`src/rtl/ca_pkg.sv`:
```
// rtl/ca_pkg.sv - shared constants and state type for the rule110 row scanner
package ca_pkg;

  localparam int CELLS_PER_BLOCK  = 8;
  localparam int WE_N_BIT         = 0;
  localparam int HALT_N_BIT       = 1;
  localparam int ADDR_LSB         = 2;
  localparam int MAX_ADDRESS_BITS = 6;

  typedef enum logic [2:0] {
    S_IDLE,
    S_SETTLE,
    S_SAMPLE,
    S_SEND,
    S_ADVANCE,
    S_DONE
  } scan_state_t;

endpackage

```
`src/rtl/ca_row_scanner.sv`:
```
// rtl/ca_row_scanner.sv - freezes the rule110 core, streams each next-generation row
// as bytes, then advances the core one generation, for a programmed number of rows
module ca_row_scanner
  import ca_pkg::*;
#(
  parameter int BLOCKS    = 15,
  parameter int ADDR_BITS = 6,
  parameter int GEN_W     = 16
) (
  input  logic                       clk,
  input  logic                       reset,
  input  logic                       start,
  input  logic [GEN_W-1:0]           num_generations,
  input  logic [CELLS_PER_BLOCK-1:0] core_data,
  output logic [7:0]                 core_ctrl,
  output logic [CELLS_PER_BLOCK-1:0] m_data,
  output logic                       m_valid,
  input  logic                       m_ready,
  output logic                       m_last,
  output logic [GEN_W-1:0]           gen_count,
  output logic                       busy,
  output logic                       done
);

  scan_state_t            state;
  scan_state_t            next_state;
  logic [ADDR_BITS-1:0]   addr;
  logic [GEN_W-1:0]       n_target;
  logic [GEN_W-1:0]       gen_next;
  logic                   last_addr;
  logic                   handshake;

  assign last_addr = (addr == ADDR_BITS'(BLOCKS - 1));
  assign handshake = m_valid && m_ready;
  assign gen_next  = gen_count + 1'b1;
  assign busy      = (state != S_IDLE);
  assign done      = (state == S_DONE);

  // The core only ever sees reads: write enable stays inactive, unused address bits stay 0.
  always_comb begin
    core_ctrl                                 = '0;
    core_ctrl[WE_N_BIT]                       = 1'b1;
    core_ctrl[HALT_N_BIT]                     = (state == S_ADVANCE);
    core_ctrl[ADDR_LSB +: MAX_ADDRESS_BITS]   = MAX_ADDRESS_BITS'(addr);
  end

  always_comb begin
    next_state = state;
    case (state)
      S_IDLE: begin
        if (start) begin
          next_state = (num_generations == '0) ? S_DONE : S_SETTLE;
        end
      end
      S_SETTLE:  next_state = S_SAMPLE;
      S_SAMPLE:  next_state = S_SEND;
      S_SEND: begin
        if (handshake) begin
          next_state = last_addr ? S_ADVANCE : S_SETTLE;
        end
      end
      S_ADVANCE: next_state = (gen_next == n_target) ? S_DONE : S_SETTLE;
      S_DONE:    next_state = S_IDLE;
      default:   next_state = S_IDLE;
    endcase
  end

  always_ff @(posedge clk or posedge reset) begin
    if (reset) begin
      state     <= S_IDLE;
      addr      <= '0;
      n_target  <= '0;
      gen_count <= '0;
      m_data    <= '0;
      m_valid   <= 1'b0;
      m_last    <= 1'b0;
    end else begin
      state <= next_state;
      case (state)
        S_IDLE: begin
          if (start) begin
            n_target  <= num_generations;
            gen_count <= '0;
            addr      <= '0;
          end
        end
        S_SAMPLE: begin
          m_data  <= core_data;
          m_valid <= 1'b1;
          m_last  <= last_addr;
        end
        S_SEND: begin
          if (handshake) begin
            m_valid <= 1'b0;
            m_last  <= 1'b0;
            if (!last_addr) begin
              addr <= addr + 1'b1;
            end
          end
        end
        S_ADVANCE: begin
          gen_count <= gen_next;
          if (gen_next != n_target) begin
            addr <= '0;
          end
        end
        S_DONE: begin
          addr <= '0;
        end
        default: ;
      endcase
    end
  end

endmodule

```
`config.mk`:
```
export PLATFORM = sky130hd
export DESIGN_NAME = ca_row_scanner
export DESIGN_NICKNAME = d
export VERILOG_FILES = /design/src/rtl/ca_pkg.sv /design/src/rtl/ca_row_scanner.sv
export SDC_FILE = /design/constraint.sdc
export NUM_CORES = 1
export LEC_CHECK = 0
export CAP_MARGIN = 0
export CORE_MARGIN = 4
export CORE_UTILIZATION = 55
export CTS_CLUSTER_SIZE = 10
export DETAILED_ROUTE_END_ITERATION = 8
export GPL_ROUTABILITY_DRIVEN = 0
export MAX_ROUTING_LAYER = met4
export PLACE_DENSITY = 0.86
export SETUP_SLACK_MARGIN = 0.5
export SLEW_MARGIN = 20
export SYNTH_ARGS = -nofsm -noshare
export SYNTH_HDL_FRONTEND = slang
export SYNTH_SLANG_ARGS = --single-unit
```
`constraint.sdc`:
```
create_clock -name clk -period 4.35 [get_ports clk]
set_input_delay 1.0875 -clock clk [delete_from_list [all_inputs] [get_ports clk]]
set_output_delay 1.0875 -clock clk [all_outputs]
set_load 0.03 [all_outputs]
```
==> Yosys cells after proc, flatten, opt, wreduce, memory -nomap -nowiden <==
Cells that the tools add are included.
{ "op_classes": {"add_sub_neg": 2, "reduce_logical": 12, "mux": 16, "eq_ne": 12} }
{ "ops": {"columns": ["op", "count"], "rows": [
  ["16-bit one-hot mux with 2 select lines", 1],
  ["6-bit 2-to-1 mux", 4],
  ["6-bit one-hot mux with 4 select lines", 1],
  ["16-bit by 1-bit adder with 16-bit output (second input constant)", 1],
  ["16-bit equality test", 1],
  ["16-bit logical NOT", 1],
  ["16-bit 2-to-1 mux", 1],
  ["16-bit != test", 1],
  ["3-bit 2-to-1 mux", 5],
  ["3-bit one-hot mux with 5 select lines", 1],
  ["2-bit AND reduction", 4],
  ["6-bit by 1-bit adder with 6-bit output (second input constant)", 1],
  ["3-bit by 2-bit equality test with 1-bit output (second input constant)", 2],
  ["3-bit equality test (second input constant)", 2],
  ["6-bit by 4-bit equality test with 1-bit output (second input constant)", 1],
  ["2-bit != test (second input constant)", 3],
  ["5-bit AND reduction", 1],
  ["1-bit one-hot mux with 2 select lines", 2],
  ["2-bit nonzero test", 2],
  ["4-bit nonzero test", 1],
  ["3-bit by 1-bit equality test with 1-bit output (second input constant)", 1],
  ["3-bit logical NOT", 1],
  ["3-bit nonzero test", 1],
  ["2-bit by 1-bit != test with 1-bit output (second input constant)", 1],
  ["2 further kinds", 2]
]} }
{ "totals": {"regBits": 51, "elab_cells": 49, "out_inout_bits": 36} }

==> Longest topological paths before layout <==
{ "depth": {"word_depth": 4, "ltp_mapped": 10, "depth_no_buf": 9} }

==> Worst setup path before layout <==
No wires, ideal clock.
{ "synth_path": {"path_type": "register to register", "from": "register gen_count[2]", "to": "register addr[5]", "t_required_ns": 4.229, "setup_slack_ns": 1.651, "t_arrival_ns": 2.579, "path_stages_with_launch": 11, "synth_period_minus_slack_ns": 2.699, "n_path_buf": 2, "path_cell_list": "dfrtp_1 -> buf_6 -> nand4_2 -> or4_1 -> buf_2 -> a32o_1 -> a211oi_2 -> nor4_4 -> a21oi_4 -> nand2_1 -> a22o_1"} }
{ "synth_via": {"elab_chain_cells": 4} }
{ "synth_rtl": {"columns": ["element", "line", "rtl"], "rows": [
  ["start: declaration", "ca_row_scanner.sv:20", "output logic [GEN_W-1:0] gen_count,"],
  ["start signal: assignment", "ca_row_scanner.sv:102", "gen_count <= gen_next;"],
  ["16-bit by 1-bit adder with 16-bit output", "ca_row_scanner.sv:35", "assign gen_next = gen_count + 1'b1;"],
  ["16-bit != test", "ca_row_scanner.sv:103", "if (gen_next != n_target) begin"],
  ["2-bit by 1-bit != test with 1-bit output (no source line)", null, null],
  ["5-bit AND reduction (no source line)", null, null],
  ["end signal: assignment", "ca_row_scanner.sv:97", "addr <= addr + 1'b1;"],
  ["end: declaration", "ca_row_scanner.sv:27", "logic [ADDR_BITS-1:0] addr;"]
]} }
Every way passes these cells.
A chain may end at the register's enable or synchronous reset.

==> Final worst setup path <==
{ "layout_path": {"from": "register state[0]", "to": "output port core_ctrl[1]"} }
{ "layout_via": {"elab_chain_cells": 1} }
{ "layout_rtl": {"columns": ["element", "line", "rtl"], "rows": [
  ["start: declaration", "ca_row_scanner.sv:25", "scan_state_t state;"],
  ["start signal: assignment", "ca_row_scanner.sv:78", "state <= next_state;"],
  ["3-bit equality test", "ca_row_scanner.sv:43", "core_ctrl[HALT_N_BIT] = (state == S_ADVANCE);"],
  ["end: declaration", "ca_row_scanner.sv:15", "output logic [7:0] core_ctrl,"]
]} }
Every way passes these cells.

==> impl_summary.log <==
[metrics] Startpoint Class: flip-flop
[metrics] number of nets in the layout: 390
[metrics] Final HPWL DP: 5250 um
[metrics] Yosys top cell area share: 0.432
[metrics] required time at the endpoint of the critical path: 3.26 ns
[metrics] switching component of the power: 209 uW
[metrics] area share of and/or/nand/nor cells after synthesis: 0.207
[metrics] H-tree level count: 2
[metrics] leakage dissipation: 0.00158 uW
[metrics] P_int: 693 uW
[metrics] Synth Net Count: 335
[metrics] synthesized-area fraction occupied by ao, oa, aoi and oai cells: 0.145
[metrics] area of the core: 0.00517 mm2
[metrics] setup clock skew after layout: 0.00555 ns
[metrics] number of global-route vias before repair: 2583
[metrics] core utilization of the finished layout: 0.719
[metrics] multi-input gate area in the final layout: 0.00156 mm2
[metrics] maximum fanout count along the critical path: 21
[metrics] average instance area after synthesis: 9.72 um2
[metrics] detailed-route via count: 2549
[metrics] area occupied by registers: 0.00128 mm2
[metrics] routed length on met2: 3590 um
[metrics] worst slack after detailed placement: 1.40 ns
[metrics] io pins: 64
[metrics] total of endpoints with negative setup slack in the final report: 0
[metrics] GRT Residual Overflow: 0
[metrics] most used flip-flop cell after synthesis: sky130_fd_sc_hd__dfrtp_1
[metrics] number of hold violations in the final report: 0
[metrics] vertical extent of the die: 81.3 um
[metrics] worst min-delay path category: reg2reg
[metrics] count of warnings emitted by yosys: 0
[metrics] time the final worst path needs with I/O delays and setup: 3.30 ns
[metrics] clock input transition at the sequential cells of the worst setup and hold paths: 0.10 ns
[metrics] total track usage: 0.246
[metrics] DRC violation count after routing: 0
[metrics] area of all placed cells without fillers: 0.00372 mm2
[metrics] share of synthesized cell area in full adder, half adder and majority cells: 0.0127
[metrics] kind of critical path: reg2out
[metrics] Met1 Routed Length: 3010 um
[metrics] most numerous cell types in the synthesized netlist: sky130_fd_sc_hd__dfrtp_1, sky130_fd_sc_hd__nand2_1, sky130_fd_sc_hd__nor2_1, sky130_fd_sc_hd__o21ai_0, sky130_fd_sc_hd__mux2_2
[metrics] ranking of synthesized cells by area: sky130_fd_sc_hd__dfrtp_1, sky130_fd_sc_hd__mux2_2, sky130_fd_sc_hd__xnor2_1
[metrics] number of iterations in the first detailed-routing pass: 4
[metrics] mux cell area share after synthesis: 0.102
[metrics] count of state elements after synthesis: 51
[metrics] switch share: 0.231
[metrics] critical path capture point type: output port
[metrics] Netlist cell types: 61
[metrics] final antenna diode count: 0
[metrics] CTS Buf Count: 5
[metrics] cell taking the most area after synthesis: sky130_fd_sc_hd__dfrtp_1
[metrics] min setup slack post-route: 1.05 ns
[metrics] number of antenna violations at the first check in global routing: 0
[metrics] Hold-fix buffers, CTS: 0
[metrics] insertion delay to the later sink of the worst-skew pair: 0.31 ns
[metrics] maximum number of pins on one net before global-route repair: 52
[metrics] number of buffer cells added on primary ports: 62
[metrics] Power Total: 902 uW
[metrics] count of nets left with antenna violations after detail routing: 0
[metrics] filler instances: 382
[metrics] arrival time of data at the critical path endpoint: 2.22 ns
[metrics] peak supply drop: 201 uV
[metrics] Iter 0 DRT Violations: 187
[metrics] post-cts repair resize count: 0
[metrics] share of post-route cells with drive strength above 1: 0.122
[metrics] final count of pins violating max slew: 0
[metrics] total cell area at the placement stage: 0.00360 mm2
[metrics] xor/xnor cell area share of the yosys netlist: 0.0593
[metrics] count of standard-cell rows: 26
[metrics] clock tree from TritonCTS: yes
[metrics] share of synthesized registers carrying an async set or reset: 1.00
[metrics] sequential-to-total area share from yosys stat: 0.432
[metrics] transition time of the tightest slew-check pin: 0.885 ns
[metrics] number of flops mapped to enable cells by yosys: 0
[metrics] initial core utilization: 0.571
[metrics] combinational group share of total power: 0.073
[metrics] accumulated negative setup slack: 0 ns
[metrics] clock buffer depth: 2
[metrics] Slew Limit Headroom: 0.408
[metrics] setup bufs post-CTS: 0
[metrics] total length of routed met3 wires: 518 um
[metrics] routed via count divided by cell count: 5.93
[metrics] Root Driver: sky130_fd_sc_hd__clkbuf_8
[metrics] area growth from synthesis to final layout: 25.9%
[metrics] Seq pwr share: 0.542
[metrics] total detailed-routing wirelength: 7250 um
[metrics] cell with the most instances after synthesis: sky130_fd_sc_hd__dfrtp_1
[metrics] power per cell area: 242 mW/mm2
[metrics] clock share of power: 0.385
[metrics] Sinks on Clock Net: 51
[metrics] Die Width: 81.3 um
[metrics] maximum clock frequency: 303 MHz
[metrics] first-pass GRT wire length: 12400 um
[metrics] period utilization: 0.760
[metrics] Post-Synthesis Cell Area: 0.00296 mm2
[metrics] maxcap violations: 0
[metrics] result of the run: finished, final reports clean
[metrics] uppermost layer routed: met4
[metrics] Synth Instances: 304
[metrics] dominant combinational cell family by area after synthesis: simple AND/OR/NAND/NOR gates
[metrics] average detailed-routed wire length per instance: 16.8 um
[metrics] total die area: 0.00661 mm2
[metrics] setup repair after global routing missed its margin: no
[layer usage]
| layer | track usage | up-vias |
|---|---|---|
| met4 | 0.0743 | 0 |
| met5 | - | - |
| met2 | 0.393 | 92 |
| met3 | 0.0576 | 14 |
| met1 | 0.310 | 1248 |
| li1 | - | 1195 |
[per-stage QoR]
step / instances / hold WS [ns]
global placement: 422 / 0.489
finish: 430 / 0.520
floorplan: 304 / 0.480
CTS: 430 / 0.522
global route: 430 / 0.552
detailed placement: 422 / 0.499
[state kept, by name (all words and copies together) (netlist names)]
register   count
gen_count     16
n_target      16
m_data         8
addr           6
state          3
m_last         1
m_valid        1
[critical path, stage by stage, from the launching register on]
cell                              delay, ns
sky130_fd_sc_hd__dfrtp_1               0.48
sky130_fd_sc_hd__nor2_1                0.20
sky130_fd_sc_hd__nand2_1               0.07
sky130_fd_sc_hd__buf_4                 0.22
sky130_fd_sc_hd__inv_2                 0.21
sky130_fd_sc_hd__clkdlybuf4s50_1       0.71
[layout make-up]
cell class / count / share of cell area
Multi-Input combinational cell: 226 / 0.419
Tap cell: 70 / 0.0235
Sequential cell: 51 / 0.343
Timing Repair Buffer: 65 / 0.173
Inverter: 10 / 0.0104
Clock inverter: 3 / 0.0128
Clock buffer: 5 / 0.0185
[power by group through the flow]
stage               Sequential [uW]  Clock (uW)  Combinational [uW]
global placement                497           0                65.0
finish                          489         347                65.9
global route                    490         370                72.3
floorplan                       496           0                33.7
detailed placement              498           0                66.3
CTS                             489         351                67.1
[cell families after synthesis]
family / Yosys count
xor gates and xnor gates: 20
buffers and inverters: 27
AOI/OAI and AO/OA: 66
muxes: 27
other: 1
DFF: 51
adders and majority gates: 3
and+or+nand+nor: 109
[layout by cell type (no fill, tap or decap), drive strengths merged, types with 2 or more instances in the layout]
cell type | synthesis | layout
clkbuf | 10 | 5
clkdlybuf4s50 | 0 | 62
a21o | 2 | 2
mux2i | 3 | 3
clkinv | 0 | 2
o22ai | 2 | 2
o41ai | 2 | 2
a31oi | 3 | 3
nor4b | 2 | 2
nor2b | 2 | 2
inv | 10 | 10
ha | 3 | 3
o21ai | 25 | 25
buf | 7 | 3
and3 | 4 | 4
nand4 | 6 | 6
and2 | 3 | 3
a21oi | 14 | 14
mux2 | 24 | 24
xnor2 | 15 | 15
or2 | 2 | 2
nor4 | 9 | 9
o31ai | 7 | 7
nor2 | 25 | 25
xor2 | 5 | 5
nand3 | 15 | 15
and4 | 2 | 2
nand2b | 3 | 3
nand2 | 28 | 28
dfrtp | 51 | 51
nor3 | 4 | 4
[worst paths after layout]
kind,startpoint,end,slack [ns],cells after the start
max,state[0],core_ctrl[1],1.05,5
min,m_data[3],m_data[3],0.52,1
max reg2reg,gen_count[4],addr[5],1.36,8
min reg2reg,m_data[3],m_data[3],0.52,1
max in group asynchronous,reset,n_target[1],2.60,2
min in group asynchronous,reset,m_data[7],1.23,2
Note: power is estimated with default switching activity, not from simulation.
